File: config.mk
export PLATFORM = sky130hd
export DESIGN_NAME = i2s_rx_flat
export DESIGN_NICKNAME = d
export VERILOG_FILES = /design/src/rtl/i2s_pkg.sv /design/src/rtl/i2s_rx_if.sv /design/src/rtl/i2s_rx_sync_edge.sv /design/src/rtl/i2s_rx.sv /design/src/flat_wrapper.sv
export SDC_FILE = /design/constraint.sdc
export NUM_CORES = 1
export LEC_CHECK = 0
export CORE_MARGIN = 2
export CORE_UTILIZATION = 40
export DETAILED_ROUTE_END_ITERATION = 16
export GPL_TIMING_DRIVEN = 0
export PLACE_DENSITY = 0.64
export SLEW_MARGIN = 20
export SYNTH_ARGS = -nofsm -noshare
export SYNTH_HDL_FRONTEND = slang
export SYNTH_SLANG_ARGS = --single-unit
File: constraint.sdc
create_clock -name clk -period 3.09 [get_ports clk]
set_clock_uncertainty 0.2 [all_clocks]
set_input_delay 0.309 -clock clk [delete_from_list [all_inputs] [get_ports clk]]
set_output_delay 0.309 -clock clk [all_outputs]
set_load 0.01 [all_outputs]
File: src/rtl/i2s_pkg.sv
// Shared I2S definitions: receiver state and default frame geometry,
// common to the transmit and receive paths.
package i2s_pkg;
    localparam int SAMPLE_WIDTH_DEF = 16;
    localparam int SLOT_WIDTH_DEF = 32;

    typedef enum logic [1:0] {
        SYNC,
        LEFT,
        RIGHT
    } rx_state_t;
endpackage

File: src/rtl/i2s_rx_if.sv
// Parallel sample-pair stream with valid/ready handshake.
interface i2s_rx_if
    import i2s_pkg::*;
#(
    parameter int SAMPLE_WIDTH = SAMPLE_WIDTH_DEF
) ();
    logic [SAMPLE_WIDTH-1:0] left_sample;
    logic [SAMPLE_WIDTH-1:0] right_sample;
    logic out_valid;
    logic out_ready;

    modport master (
        output left_sample,
        output right_sample,
        output out_valid,
        input  out_ready
    );

    modport slave (
        input  left_sample,
        input  right_sample,
        input  out_valid,
        output out_ready
    );
endinterface

File: src/rtl/i2s_rx_sync_edge.sv
// Two-flop synchroniser with a delayed copy and registered edge pulses.
module sync_edge (
    input  logic clk,
    input  logic reset,
    input  logic d,
    output logic q,
    output logic rise,
    output logic fall
);
    logic s1;
    logic s2;

    // q is delayed one cycle so it lines up with the edge pulses
    always_ff @(posedge clk) begin
        if (reset) begin
            s1   <= 1'b0;
            s2   <= 1'b0;
            q    <= 1'b0;
            rise <= 1'b0;
            fall <= 1'b0;
        end else begin
            s1   <= d;
            s2   <= s1;
            q    <= s2;
            rise <= s2 & ~q;
            fall <= ~s2 & q;
        end
    end
endmodule

File: src/rtl/i2s_rx.sv
// Philips I2S receiver, oversampled on the system clock.
// Define I2S_RX_FRAME_CHECK_EN to flag and drop mis-sized half-frames.
module i2s_rx
    import i2s_pkg::*;
#(
    parameter int SAMPLE_WIDTH = SAMPLE_WIDTH_DEF,
    parameter int SLOT_WIDTH = SLOT_WIDTH_DEF
) (
    input  logic     clk,
    input  logic     reset,
    input  logic     frame_clk,
    input  logic     bit_clk,
    input  logic     adc_sdata,
    input  logic     clear_flags,
    output logic     overrun,
    output logic     frame_err,
    i2s_rx_if.master rx
);
    localparam int CW = $clog2(SLOT_WIDTH + 1);

    logic ws, ws_rise, ws_fall;
    logic bit_ev, bclk_fall, bclk_q;
    logic d1, d2, sd;
    logic ws_prev, drop, chk_fail, change;
    logic [CW-1:0] cnt;
    logic [31:0] cnt32;
    logic [SAMPLE_WIDTH-1:0] sr, sr_in, fin, left_hold;
    rx_state_t state;
    logic unused_edges;

    sync_edge u_bclk (
        .clk(clk), .reset(reset), .d(bit_clk),
        .q(bclk_q), .rise(bit_ev), .fall(bclk_fall)
    );

    sync_edge u_ws (
        .clk(clk), .reset(reset), .d(frame_clk),
        .q(ws), .rise(ws_rise), .fall(ws_fall)
    );

    assign unused_edges = ws_rise | ws_fall | bclk_fall | bclk_q;

    // data takes the same three-stage path as ws and bit_clk
    always_ff @(posedge clk) begin
        if (reset) begin
            d1 <= 1'b0;
            d2 <= 1'b0;
            sd <= 1'b0;
        end else begin
            d1 <= adc_sdata;
            d2 <= d1;
            sd <= d2;
        end
    end

    assign cnt32 = 32'(cnt);
    assign change = bit_ev && (ws != ws_prev);

    always_comb begin
        sr_in = sr;
        if (cnt32 < 32'(SAMPLE_WIDTH))
            sr_in = {sr[SAMPLE_WIDTH-2:0], sd};
        fin = sr_in;
        // short slot: left-align what arrived, zero the missing LSBs
        if (cnt32 + 32'd1 < 32'(SAMPLE_WIDTH))
            fin = sr_in << (32'(SAMPLE_WIDTH) - 32'd1 - cnt32);
    end

`ifdef I2S_RX_FRAME_CHECK_EN
    logic ferr_q;

    assign chk_fail = (state != SYNC) &&
                      (cnt32 + 32'd1 != 32'(SLOT_WIDTH));

    always_ff @(posedge clk) begin
        if (reset)
            ferr_q <= 1'b0;
        else if (change && chk_fail)
            ferr_q <= 1'b1;
        else if (clear_flags)
            ferr_q <= 1'b0;
    end

    assign frame_err = ferr_q;
`else
    assign chk_fail = 1'b0;
    assign frame_err = 1'b0;
`endif

    always_ff @(posedge clk) begin
        if (reset) begin
            state           <= SYNC;
            ws_prev         <= 1'b0;
            cnt             <= '0;
            sr              <= '0;
            left_hold       <= '0;
            drop            <= 1'b0;
            overrun         <= 1'b0;
            rx.out_valid    <= 1'b0;
            rx.left_sample  <= '0;
            rx.right_sample <= '0;
        end else begin
            if (rx.out_valid && rx.out_ready)
                rx.out_valid <= 1'b0;
            if (clear_flags)
                overrun <= 1'b0;
            if (bit_ev) begin
                ws_prev <= ws;
                if (change) begin
                    cnt <= '0;
                    sr  <= '0;
                    unique case (state)
                        SYNC: begin
                            if (!ws)
                                state <= LEFT;
                        end
                        LEFT: begin
                            left_hold <= fin;
                            drop      <= chk_fail;
                            state     <= RIGHT;
                        end
                        RIGHT: begin
                            if (!drop && !chk_fail) begin
                                rx.left_sample  <= left_hold;
                                rx.right_sample <= fin;
                                rx.out_valid    <= 1'b1;
                                if (rx.out_valid && !rx.out_ready)
                                    overrun <= 1'b1;
                            end
                            drop  <= 1'b0;
                            state <= LEFT;
                        end
                        default: state <= SYNC;
                    endcase
                end else begin
                    sr <= sr_in;
                    if (cnt32 < 32'(SLOT_WIDTH))
                        cnt <= cnt + CW'(1);
                end
            end
        end
    end
endmodule

File: src/flat_wrapper.sv
// flat-port wrapper written by rule: the top's interface ports become plain ports
module i2s_rx_flat import i2s_pkg::*;
#(
    parameter int SAMPLE_WIDTH = SAMPLE_WIDTH_DEF,
    parameter int SLOT_WIDTH = SLOT_WIDTH_DEF
)
  (clk, reset, frame_clk, bit_clk, adc_sdata, clear_flags, overrun, frame_err, rx_left_sample, rx_right_sample, rx_out_valid, rx_out_ready);
  i2s_rx_if #(.SAMPLE_WIDTH(SAMPLE_WIDTH)) rx_i ();
  input  logic clk;
  input  logic reset;
  input  logic frame_clk;
  input  logic bit_clk;
  input  logic adc_sdata;
  input  logic clear_flags;
  output logic overrun;
  output logic frame_err;
  output wire logic [$bits(rx_i.left_sample)-1:0] rx_left_sample;
  output wire logic [$bits(rx_i.right_sample)-1:0] rx_right_sample;
  output wire logic [$bits(rx_i.out_valid)-1:0] rx_out_valid;
  input wire logic [$bits(rx_i.out_ready)-1:0] rx_out_ready;
  assign rx_left_sample = rx_i.left_sample;
  assign rx_right_sample = rx_i.right_sample;
  assign rx_out_valid = rx_i.out_valid;
  assign rx_i.out_ready = rx_out_ready;
  i2s_rx #(.SAMPLE_WIDTH(SAMPLE_WIDTH), .SLOT_WIDTH(SLOT_WIDTH)) u_core (.clk(clk), .reset(reset), .frame_clk(frame_clk), .bit_clk(bit_clk), .adc_sdata(adc_sdata), .clear_flags(clear_flags), .overrun(overrun), .frame_err(frame_err), .rx(rx_i));
endmodule
==> results.yml, run 1 <==
run_status:
  status: "finished, final reports clean"
route:
  drt_first_pass_iters: 5
  m1WireLength_um: 5850
  drc: 0
  ant_nets: 0
  routed_wl_um: 12800
  route.met3.wl_um: 678
  wl_per_cell_um: 18.6
  drt_iter0_drc: 352
  top_layer: "met4"
  viasPerCell: 5.69
  dr_wl_met2_um: 6010
  via_count: 3928
clock_tree:
  clock_latency_ns: 0.37
  post_cts_resized: 0
  cts_tree: "built"
  cts_sinks: 85
  ctsLongestPathBuffers: 2
  cts_root_buffer: "clkbuf_8"
  clk_pin_slew_ns: 0.09
  holdBufCountCts: 0
  post_cts_buffers: 0
  cts_buffers: 9
  cts_htree_levels: 3
power_and_ir_drop:
  p_sw_mw: 0.457
  p_comb_share_pct: 3.5
  swShare_pct: 23.1
  p_int_mw: 1.52
  powerDensity_nw_per_um2: 396
  vdd_drop_max_v: 0.000218
  clock_power_share_pct: 40.7
  p_leak_nw: 1.64
  p_seq_share_pct: 55.7
global_routing:
  antenna_found_initial: 0
  grt-ovfl-total: 0
  grt_pass1_wl_um: 20700
  grt_pass1_vias: 3792
  grtUsageTotal_pct: 23.5
  grt_max_degree: 15
synth:
  synth-main-ff-cell: "dfxtp_1"
  yosysWarnings: 0
  synth.avg_cell_area_um2: 8.49
  yosys.area.top_type_share_pct: 40.2
  synth_edf_count: 0
  synthTopCellsByArea: "dfxtp_1 40%, nor2_1 5.8%, mux2_2 5.3%"
  ys_seq_area_share_pct: 40.2
  synth_most_common_cell: "dfxtp_1"
  synth_fp_nets: 506
  synth_area_um2: 4230
  synth-seq-cells: 85
  synth_cells: 498
  synth_top_area_cell: "dfxtp_1"
  async_reset_ff_share_pct: 0
  yosysUniqueCellTypes: 57
  synth_common_cells: "85 x dfxtp_1, 65 x nor2_1, 53 x nand2_1, 35 x a21oi_1"
critical_path:
  crit_path_end_kind: "register"
  ff2ff_path_depth: 7
  crit_fanout: 9
  slowest_delay_ns: 0.50
  cp_slowest_cell: "nor3_1"
  worstReg2RegStart: "u_core.cnt[0]"
  crit_family: "simple AND/OR/NAND/NOR gates"
  regToRegEndpoint: "u_core.left_hold[10]"
  worstPathArrival_ns: 2.68
  crit_top_cell: "nor3_1"
  cp_num_buf_inv: 1
  worstSetupPathType: "reg2reg"
  cp-start-kind: "register"
  crit_chain: "ha_1, buf_6, a311oi_4, nand2_1, nor3_1, nor4_1, nor3_1"
  required_ns: 3.17
  r2r_setup_slack_ns: 0.49
  cp.depth: 7
run:
  maxCapViolCount: 0
floorplan:
  std_cell_rows: 37
  die_h_um: 107
  core_area_um2: 10300
  start_util_pct: 41.1
  die_x_um: 107
  die-area_um2: 11400
  ios: 42
timing:
  rsz0062_at_grt: "false"
  slew_violations: 0
  final-hold-violation-count: 0
  maxSlewHeadroom_pct: 45.6
  fmaxAchievable_ghz: 0.384
  fin_setup_tns_ns: 0
  timing.final.crit_share_pct: 84.2
  worst_pin_slew_ns: 0.816
  period_needed_ns: 2.60
  setup_viol: 0
hold_path:
  hold_class: "reg2reg"
  worstHoldStart: "u_core.u_bclk.q"
  whs_path_depth: 1
  hold_end: "u_core.u_bclk.rise"
final_layout:
  areaGrowthSynthToFinish_pct: 18.2
  num_antenna_cells: 0
  nets: 557
  drive_gt1_share_pct: 13.2
  postLayoutCoreUtil_pct: 48.6
place:
  gp_congestion: 0.940
  port_buffers: 40
  hpwl_um: 9270
==> routing by layer <==
layer	up-vias	global-route usage [%]
li1	1894	-
met3	27	4.74
met2	138	37.7
met5	-	0
met4	0	7.70
met1	1869	31.6
==> registers in the layout (all words and copies together) (netlist names), 2 cells and up <==
name	flops
u_core.left_hold	16
u_core.rx.left_sample	16
u_core.rx.right_sample	16
u_core.sr	16
u_core.cnt	6
u_core.state	2
==> layout make-up <==
type	instances	area, um^2
clock inverters	5	58.8
multi-input cells	360	2270
inverters	4	15.0
repair buffers	40	400
clock buffers	11	141
fillers	1041	5280
flip-flops and latches	85	1700
plain buffers	49	238
well taps	136	170
==> power by group through the flow <==
stage	clock network, mW	registers [mW]	logic, mW
after floorplan	0	1.13	0.0447
after global placement	0	1.13	0.0692
after detailed placement	0	1.13	0.0700
after CTS	0.834	1.10	0.0703
after global routing	0.885	1.10	0.0768
final	0.806	1.10	0.0702
==> stage by stage <==
step	hold slack [ns]	instances	power (mW)	setup slack (ns)	instance area (um^2)
2_1_floorplan	0.167	498	1.17	0.967	4230
3_3_place_gp	0.172	674	1.20	0.567	4800
3_5_place_dp	0.197	674	1.20	0.527	4800
4_1_cts	0.217	690	2.01	0.526	5000
5_1_grt	0.251	690	2.07	0.356	5000
6_report	0.207	690	1.98	0.489	5000
==> how the worst max path moves through the flow <==
stage | from | to
after global routing | u_core.cnt[0] | u_core.left_hold[13]
after CTS | u_core.cnt[0] | u_core.rx.right_sample[13]
final | u_core.cnt[0] | u_core.left_hold[10]
after global placement | u_core.cnt[0] | u_core.rx.right_sample[10]
after floorplan | u_core.cnt[0] | u_core.rx.right_sample[0]
after detailed placement | u_core.cnt[0] | u_core.rx.right_sample[10]
==> layout by cell type, fill, tap and decap left out, drive strengths merged, types with 4 or more instances in the layout <==
cell type | netlist | final
a311oi | 6 | 6
o21ai | 8 | 8
nand2b | 4 | 4
clkdlybuf4s50 | 0 | 40
buf | 23 | 23
nand2 | 54 | 54
clkbuf | 26 | 37
o211ai | 6 | 6
mux2i | 7 | 7
a211oi | 19 | 19
mux2 | 20 | 20
o22ai | 6 | 6
dfxtp | 85 | 85
a21oi | 35 | 35
a22oi | 21 | 21
nor2b | 13 | 13
inv | 4 | 5
mux4 | 5 | 5
a221oi | 7 | 7
nor2 | 65 | 65
nand3 | 10 | 10
nor3 | 26 | 26
==> cells by family (layout without fill, tap and decap cells) <==
| logic type | after synthesis | count (layout) | synth area share, % |
|---|---|---|---|
| XOR/XNOR | 2 | 2 | 0.592 |
| AND/OR/NAND/NOR | 199 | 199 | 22.5 |
| AO/OA/AOI/OAI | 125 | 125 | 20.7 |
| other | 1 | 1 | 0.0887 |
| adder cells (fa/ha/maj) | 1 | 1 | 0.296 |
| flip-flops | 85 | 85 | 40.2 |
| buffers and inverters | 53 | 109 | 5.98 |
| multiplexers | 32 | 32 | 9.65 |
Power figures use the tool's default switching activity.
==> run 2: changes to the inputs <==
--- a/config.mk
+++ b/config.mk
@@ -9,7 +9,7 @@
 export CORE_UTILIZATION = 40
 export DETAILED_ROUTE_END_ITERATION = 16
 export GPL_TIMING_DRIVEN = 0
-export PLACE_DENSITY = 0.64
+export PLACE_DENSITY = 0.67
 export SLEW_MARGIN = 20
 export SYNTH_ARGS = -nofsm -noshare
 export SYNTH_HDL_FRONTEND = slang
==> constraint.sdc (replaced) <==
create_clock -name clk -period 2.2 [get_ports clk]
set_clock_uncertainty 0.2 [all_clocks]
set_input_delay 0.22 -clock clk [delete_from_list [all_inputs] [get_ports clk]]
set_output_delay 0.22 -clock clk [all_outputs]
set_load 0.01 [all_outputs]
==> run 2 against run 1 <==
Compared with the run above: the flow now finishes with violations (setup timing); combinational power is 58% higher; flip-flop and latch count stayed put; maximum frequency is 15% higher; register-to-register slack worse by 0.56 ns; wire length is 0.10% higher; total power is 48% higher; utilization is 4.7 points higher; sequential power is 41% higher; worst hold slack worse by 0.010 ns; final cell count is 2.0% higher; via count is 3.5% higher; critical path type unchanged; largest cell class unchanged.
==> results.yml, run 2 (same netlist as run 1, synthesis figures left out) <==
power_and_ir_drop:
  p_seq_share_pct: 52.9
  power.total_mw: 2.93
  p_comb_share_pct: 3.8
  swShare_pct: 23.4
  p_leak_nw: 1.81
  p_int_mw: 2.25
  p_sw_mw: 0.685
  powerDensity_nw_per_um2: 535
  vdd_drop_max_v: 0.000294
  clock_power_share_pct: 43.3
route:
  viasPerCell: 5.78
  drt_iter0_drc: 334
  drc: 0
  wl_per_cell_um: 18.2
  drt_first_pass_iters: 5
  ant_nets: 0
  routed_wl_um: 12800
  via_count: 4067
floorplan:
  die_h_um: 107
  die-area_um2: 11400
  core_area_um2: 10300
  std_cell_rows: 37
  ios: 42
  start_util_pct: 41.1
  die_x_um: 107
clock_tree:
  cts_sinks: 85
  cts_tree: "built"
  cts_htree_levels: 3
  holdBufCountCts: 0
  cts_root_buffer: "clkbuf_8"
  ctsLongestPathBuffers: 2
  clock_latency_ns: 0.37
  clk_pin_slew_ns: 0.10
  cts_buffers: 9
critical_path:
  crit_path_end_kind: "register"
  crit_top_cell: "buf_6"
  crit_fanout: 7
  required_ns: 2.30
  worstPathArrival_ns: 2.38
  worstSetupPathType: "reg2reg"
  cp-start-kind: "register"
  crit_chain: "ha_2, buf_6, a311oi_4, buf_4, and2_4, buf_6, a31oi_4, or3_4, a21oi_1"
  cp_slowest_cell: "or3_4"
  ff2ff_path_depth: 9
  slowest_delay_ns: 0.39
hold_path:
  hold_class: "in2reg"
  whs_path_depth: 2
place:
  place_ws_ns: -0.454
  gp_congestion: 0.975
  hpwl_um: 9070
  place_inst: 674
  port_buffers: 40
final_layout:
  layout_common_cells: "84 x dfxtp_1, 61 x nor2_1, 52 x nand2_1"
  nets: 571
  num_antenna_cells: 0
  instances_no_fill: 704
  mostFrequentLayoutCell: "dfxtp_1"
  drive_gt1_share_pct: 24.8
  areaGrowthSynthToFinish_pct: 29.6
timing:
  fmaxAchievable_ghz: 0.440
  maxSlewHeadroom_pct: 55.8
  final-hold-violation-count: 0
  fin_ws_ns: -0.0702
  period_needed_ns: 2.27
  timing.final.crit_share_pct: 103
  worst_pin_slew_ns: 0.662
  rsz0062_at_grt: "true"
  setup_viol: 9
  slew_violations: 0
global_routing:
  grt_pass1_wl_um: 20000
  antenna_found_initial: 0
  grt_pass1_vias: 3802
  grt_max_degree: 17
  grt-ovfl-total: 0
  grtUsageTotal_pct: 22.6
run_status:
  violations: "setup timing"
  status: "finished, violations left"
run:
  maxCapViolCount: 0
run 2: cell types whose count changed in the layout (fill, tap and decap cells not counted), sizes merged:
| cell | delta |
|---|---|
| buf | +16 |
| inv | +1 |
| bufinv | +1 |
| clkbuf | -4 |
run 2: power groups by stage:
stage	clock, mW	sequential (mW)	combinational (mW)
2_1_floorplan	0	1.59	0.0627
3_3_place_gp	0	1.59	0.0953
3_5_place_dp	0	1.59	0.0963
4_1_cts	1.30	1.55	0.100
5_1_grt	1.37	1.55	0.120
6_report	1.27	1.55	0.111
run 2: routing by layer:
layer	vias to the layer above	track usage, %	routed length (um)	part of all wire [%]
li1	1930	-	-	-
met1	1938	28.8	5430	42
met2	161	36.8	6070	47
met3	38	5.11	852	6.6
met4	0	9.46	474	3.7
met5	-	0	0	0
run 2: what timing repair did:
action                                 in CTS  in global routing
endpoints found under the hold margin       0                  0
setup endpoints to repair                  38                 39
pin swaps                                   4                 18
resized for setup                          31                 52
setup buffers                               4                 13
cloned                                      0                  1
run 2: layout make-up:
class | count | area [um^2]
Buffer | 45 | 267
Clock buffer | 9 | 124
Clock inverter | 7 | 105
Fill cell | 963 | 4800
Inverter | 4 | 18.8
Multi-Input combinational cell | 360 | 2530
Sequential cell | 85 | 1710
Tap cell | 136 | 170
Timing Repair Buffer | 58 | 557
run 2: per-stage QoR:
| stage | util, % | hold slack, ns | setup TNS, ns | instance area [um^2] |
|---|---|---|---|---|
| finish | 53.3 | 0.196 | -0.366 | 5480 |
| global route | 53.3 | 0.194 | -1.81 | 5480 |
| CTS | 50.4 | 0.186 | 0 | 5180 |
| detailed placement | 46.7 | 0.179 | -7.04 | 4800 |
| global placement | 46.7 | 0.172 | -7.17 | 4800 |
| floorplan | - | 0.0991 | 0 | 4230 |
run 2: worst max-delay path, delay by kind of cell, from the launching register on:
kind            cells  cell delay [ns]
buf+inv             3             0.40
flops               1             0.37
compound gates      3             0.53
fa+ha+maj           1             0.18
simple gates        2             0.53
run 2: worst paths after layout:
| check | startpoint | endpoint | slack [ns] |
|---|---|---|---|
| worst max-delay path | u_core.cnt[0] | u_core.rx.right_sample[0] | -0.07 |
| worst max register to register | u_core.cnt[0] | u_core.rx.right_sample[0] | -0.07 |
| worst min-delay path | bit_clk | u_core.u_bclk.s1 | 0.20 |
| worst min register to register | u_core.u_bclk.q | u_core.u_bclk.rise | 0.20 |
==> run 3: changes to the inputs <==
--- a/config.mk
+++ b/config.mk
@@ -9,6 +9,7 @@
 export CORE_UTILIZATION = 40
 export DETAILED_ROUTE_END_ITERATION = 16
 export GPL_TIMING_DRIVEN = 0
+export MAX_ROUTING_LAYER = met4
 export PLACE_DENSITY = 0.67
 export SLEW_MARGIN = 20
 export SYNTH_ARGS = -nofsm -noshare
==> run 3 against run 2 <==
Compared with the run above: the run still ends with setup timing left; global-route usage rose by 2.4 points; register-to-register slack improved by 0.02 ns; non-clock buffer count rose by 9; clock power fell by 20%; largest cell class unchanged; die area did not move; combinational power barely moved.
==> results.yml, run 3 (same netlist as run 1, synthesis figures left out) <==
run_status:
  status: "finished, violations left"
  violations: "setup timing"
route:
  wl_per_cell_um: 19.3
  drt_iter0_drc: 270
  via_count: 4055
  viasPerCell: 5.69
  drt_first_pass_iters: 5
  ant_nets: 0
  routed_wl_um: 13700
  drc: 0
timing:
  timing.final.crit_share_pct: 102
  period_needed_ns: 2.25
  fin_hold_ws_ns: 0.185
  maxSlewHeadroom_pct: 57.4
  fin_ws_ns: -0.0457
  rsz0062_at_grt: "true"
  fmaxAchievable_ghz: 0.445
  setup_viol: 8
  slew_violations: 0
  final-hold-violation-count: 0
  worst_pin_slew_ns: 0.640
global_routing:
  grt_pass1_vias: 3861
  grtUsageTotal_pct: 25.0
  grt_max_degree: 16
  grt_pass1_wl_um: 21300
  antenna_found_initial: 0
  grt-ovfl-total: 0
critical_path:
  r2r_setup_slack_ns: -0.05
  regToRegEndpoint: "u_core.left_hold[2]"
  required_ns: 2.29
  worstSetupPathType: "reg2reg"
  ff2ff_path_depth: 7
  crit_fanout: 8
  crit_path_end_kind: "register"
  worstPathArrival_ns: 2.33
  worstReg2RegStart: "u_core.cnt[0]"
  cp-start-kind: "register"
power_and_ir_drop:
  powerDensity_nw_per_um2: 481
  power.total_mw: 2.68
  p_leak_nw: 1.86
  vdd_drop_max_v: 0.000261
floorplan:
  die-area_um2: 11400
  core_area_um2: 10300
  ios: 42
  die_h_um: 107
  std_cell_rows: 37
  die_x_um: 107
  start_util_pct: 41.1
clock_tree:
  cts_root_buffer: "clkbuf_8"
  clock_latency_ns: 0.37
  ctsLongestPathBuffers: 2
  cts_sinks: 85
  cts_tree: "built"
  holdBufCountCts: 0
  cts_htree_levels: 3
  cts_buffers: 9
  clk_pin_slew_ns: 0.09
place:
  port_buffers: 40
  dpl_cell_area_um2: 4800
  hpwl_um: 9680
  gp_congestion: 0.933
  place_inst: 674
  place_ws_ns: -0.450
final_layout:
  nets: 580
  mostFrequentLayoutCell: "dfxtp_1"
  drive_gt1_share_pct: 26.5
  layout_common_cells: "83 x dfxtp_1, 60 x nor2_1, 52 x nand2_1"
  final_area_um2: 5570
  num_antenna_cells: 0
  areaGrowthSynthToFinish_pct: 31.7
  instances_no_fill: 713
hold_path:
  hold_end: "u_core.u_bclk.rise"
  hold_class: "reg2reg"
  worstHoldStart: "u_core.u_bclk.q"
  whs_path_depth: 1
run:
  maxCapViolCount: 0
run 3: layout make-up:
type | count | area (um^2)
buffer | 42 | 268
tap | 136 | 170
timing repair buffer | 70 | 641
multi-input combinational | 360 | 2590
sequential | 85 | 1710
inverter | 4 | 18.8
fill | 997 | 4710
clock inverter | 6 | 46.3
clock buffer | 10 | 128
run 3: stage by stage:
| stage | TNS [ns] | util (%) |
|---|---|---|
| 2_1_floorplan | 0 | - |
| 3_3_place_gp | -8.95 | 46.7 |
| 3_5_place_dp | -9.45 | 46.7 |
| 4_1_cts | -0.0210 | 49.9 |
| 5_1_grt | -0.983 | 54.2 |
| 6_report | -0.196 | 54.2 |
run 3: metal layers:
metal | global-route usage, % | vias up | wire length, um
li1 | - | 1947 | -
met1 | 31.2 | 1933 | 5990
met2 | 39.1 | 143 | 6470
met3 | 5.29 | 32 | 849
met4 | 10.9 | 0 | 428
met5 | - | - | 0
run 3: worst max-delay path: stages (launching register included):
cell and delay (ns):
dfxtp_4 0.38, ha_2 0.26, a311oi_4 0.45, nand2_4 0.22, nor3_4 0.22, a221oi_2 0.05
buf_4 0.17, a211oi_1 0.22
run 3: how the worst max path moves through the flow:
stage | startpoint | endpoint | slack [ns] | depth (start not counted)
after floorplan | u_core.cnt[0] | u_core.rx.right_sample[0] | 0.08 | 8
after global placement | u_core.cnt[0] | u_core.rx.right_sample[10] | -0.45 | 7
after detailed placement | u_core.cnt[0] | u_core.rx.right_sample[10] | -0.45 | 7
after CTS | u_core.cnt[0] | u_core.rx.right_sample[8] | -0.02 | 7
after global routing | u_core.cnt[0] | u_core.left_hold[0] | -0.08 | 7
final | u_core.cnt[0] | u_core.left_hold[2] | -0.05 | 7
run 3: power breakdown:
| group | switching (mW) | internal (mW) |
|---|---|---|
| logic | 0.0678 | 0.0451 |
| registers | 0.00535 | 1.55 |
| clock network | 0.595 | 0.418 |
| total | 0.668 | 2.01 |
run 3: repair_timing:
item	CTS	global route
resized for setup	33	67
endpoints found under the setup margin	46	43
pin swaps	6	24
buffers inserted	4	25
cloned	0	1
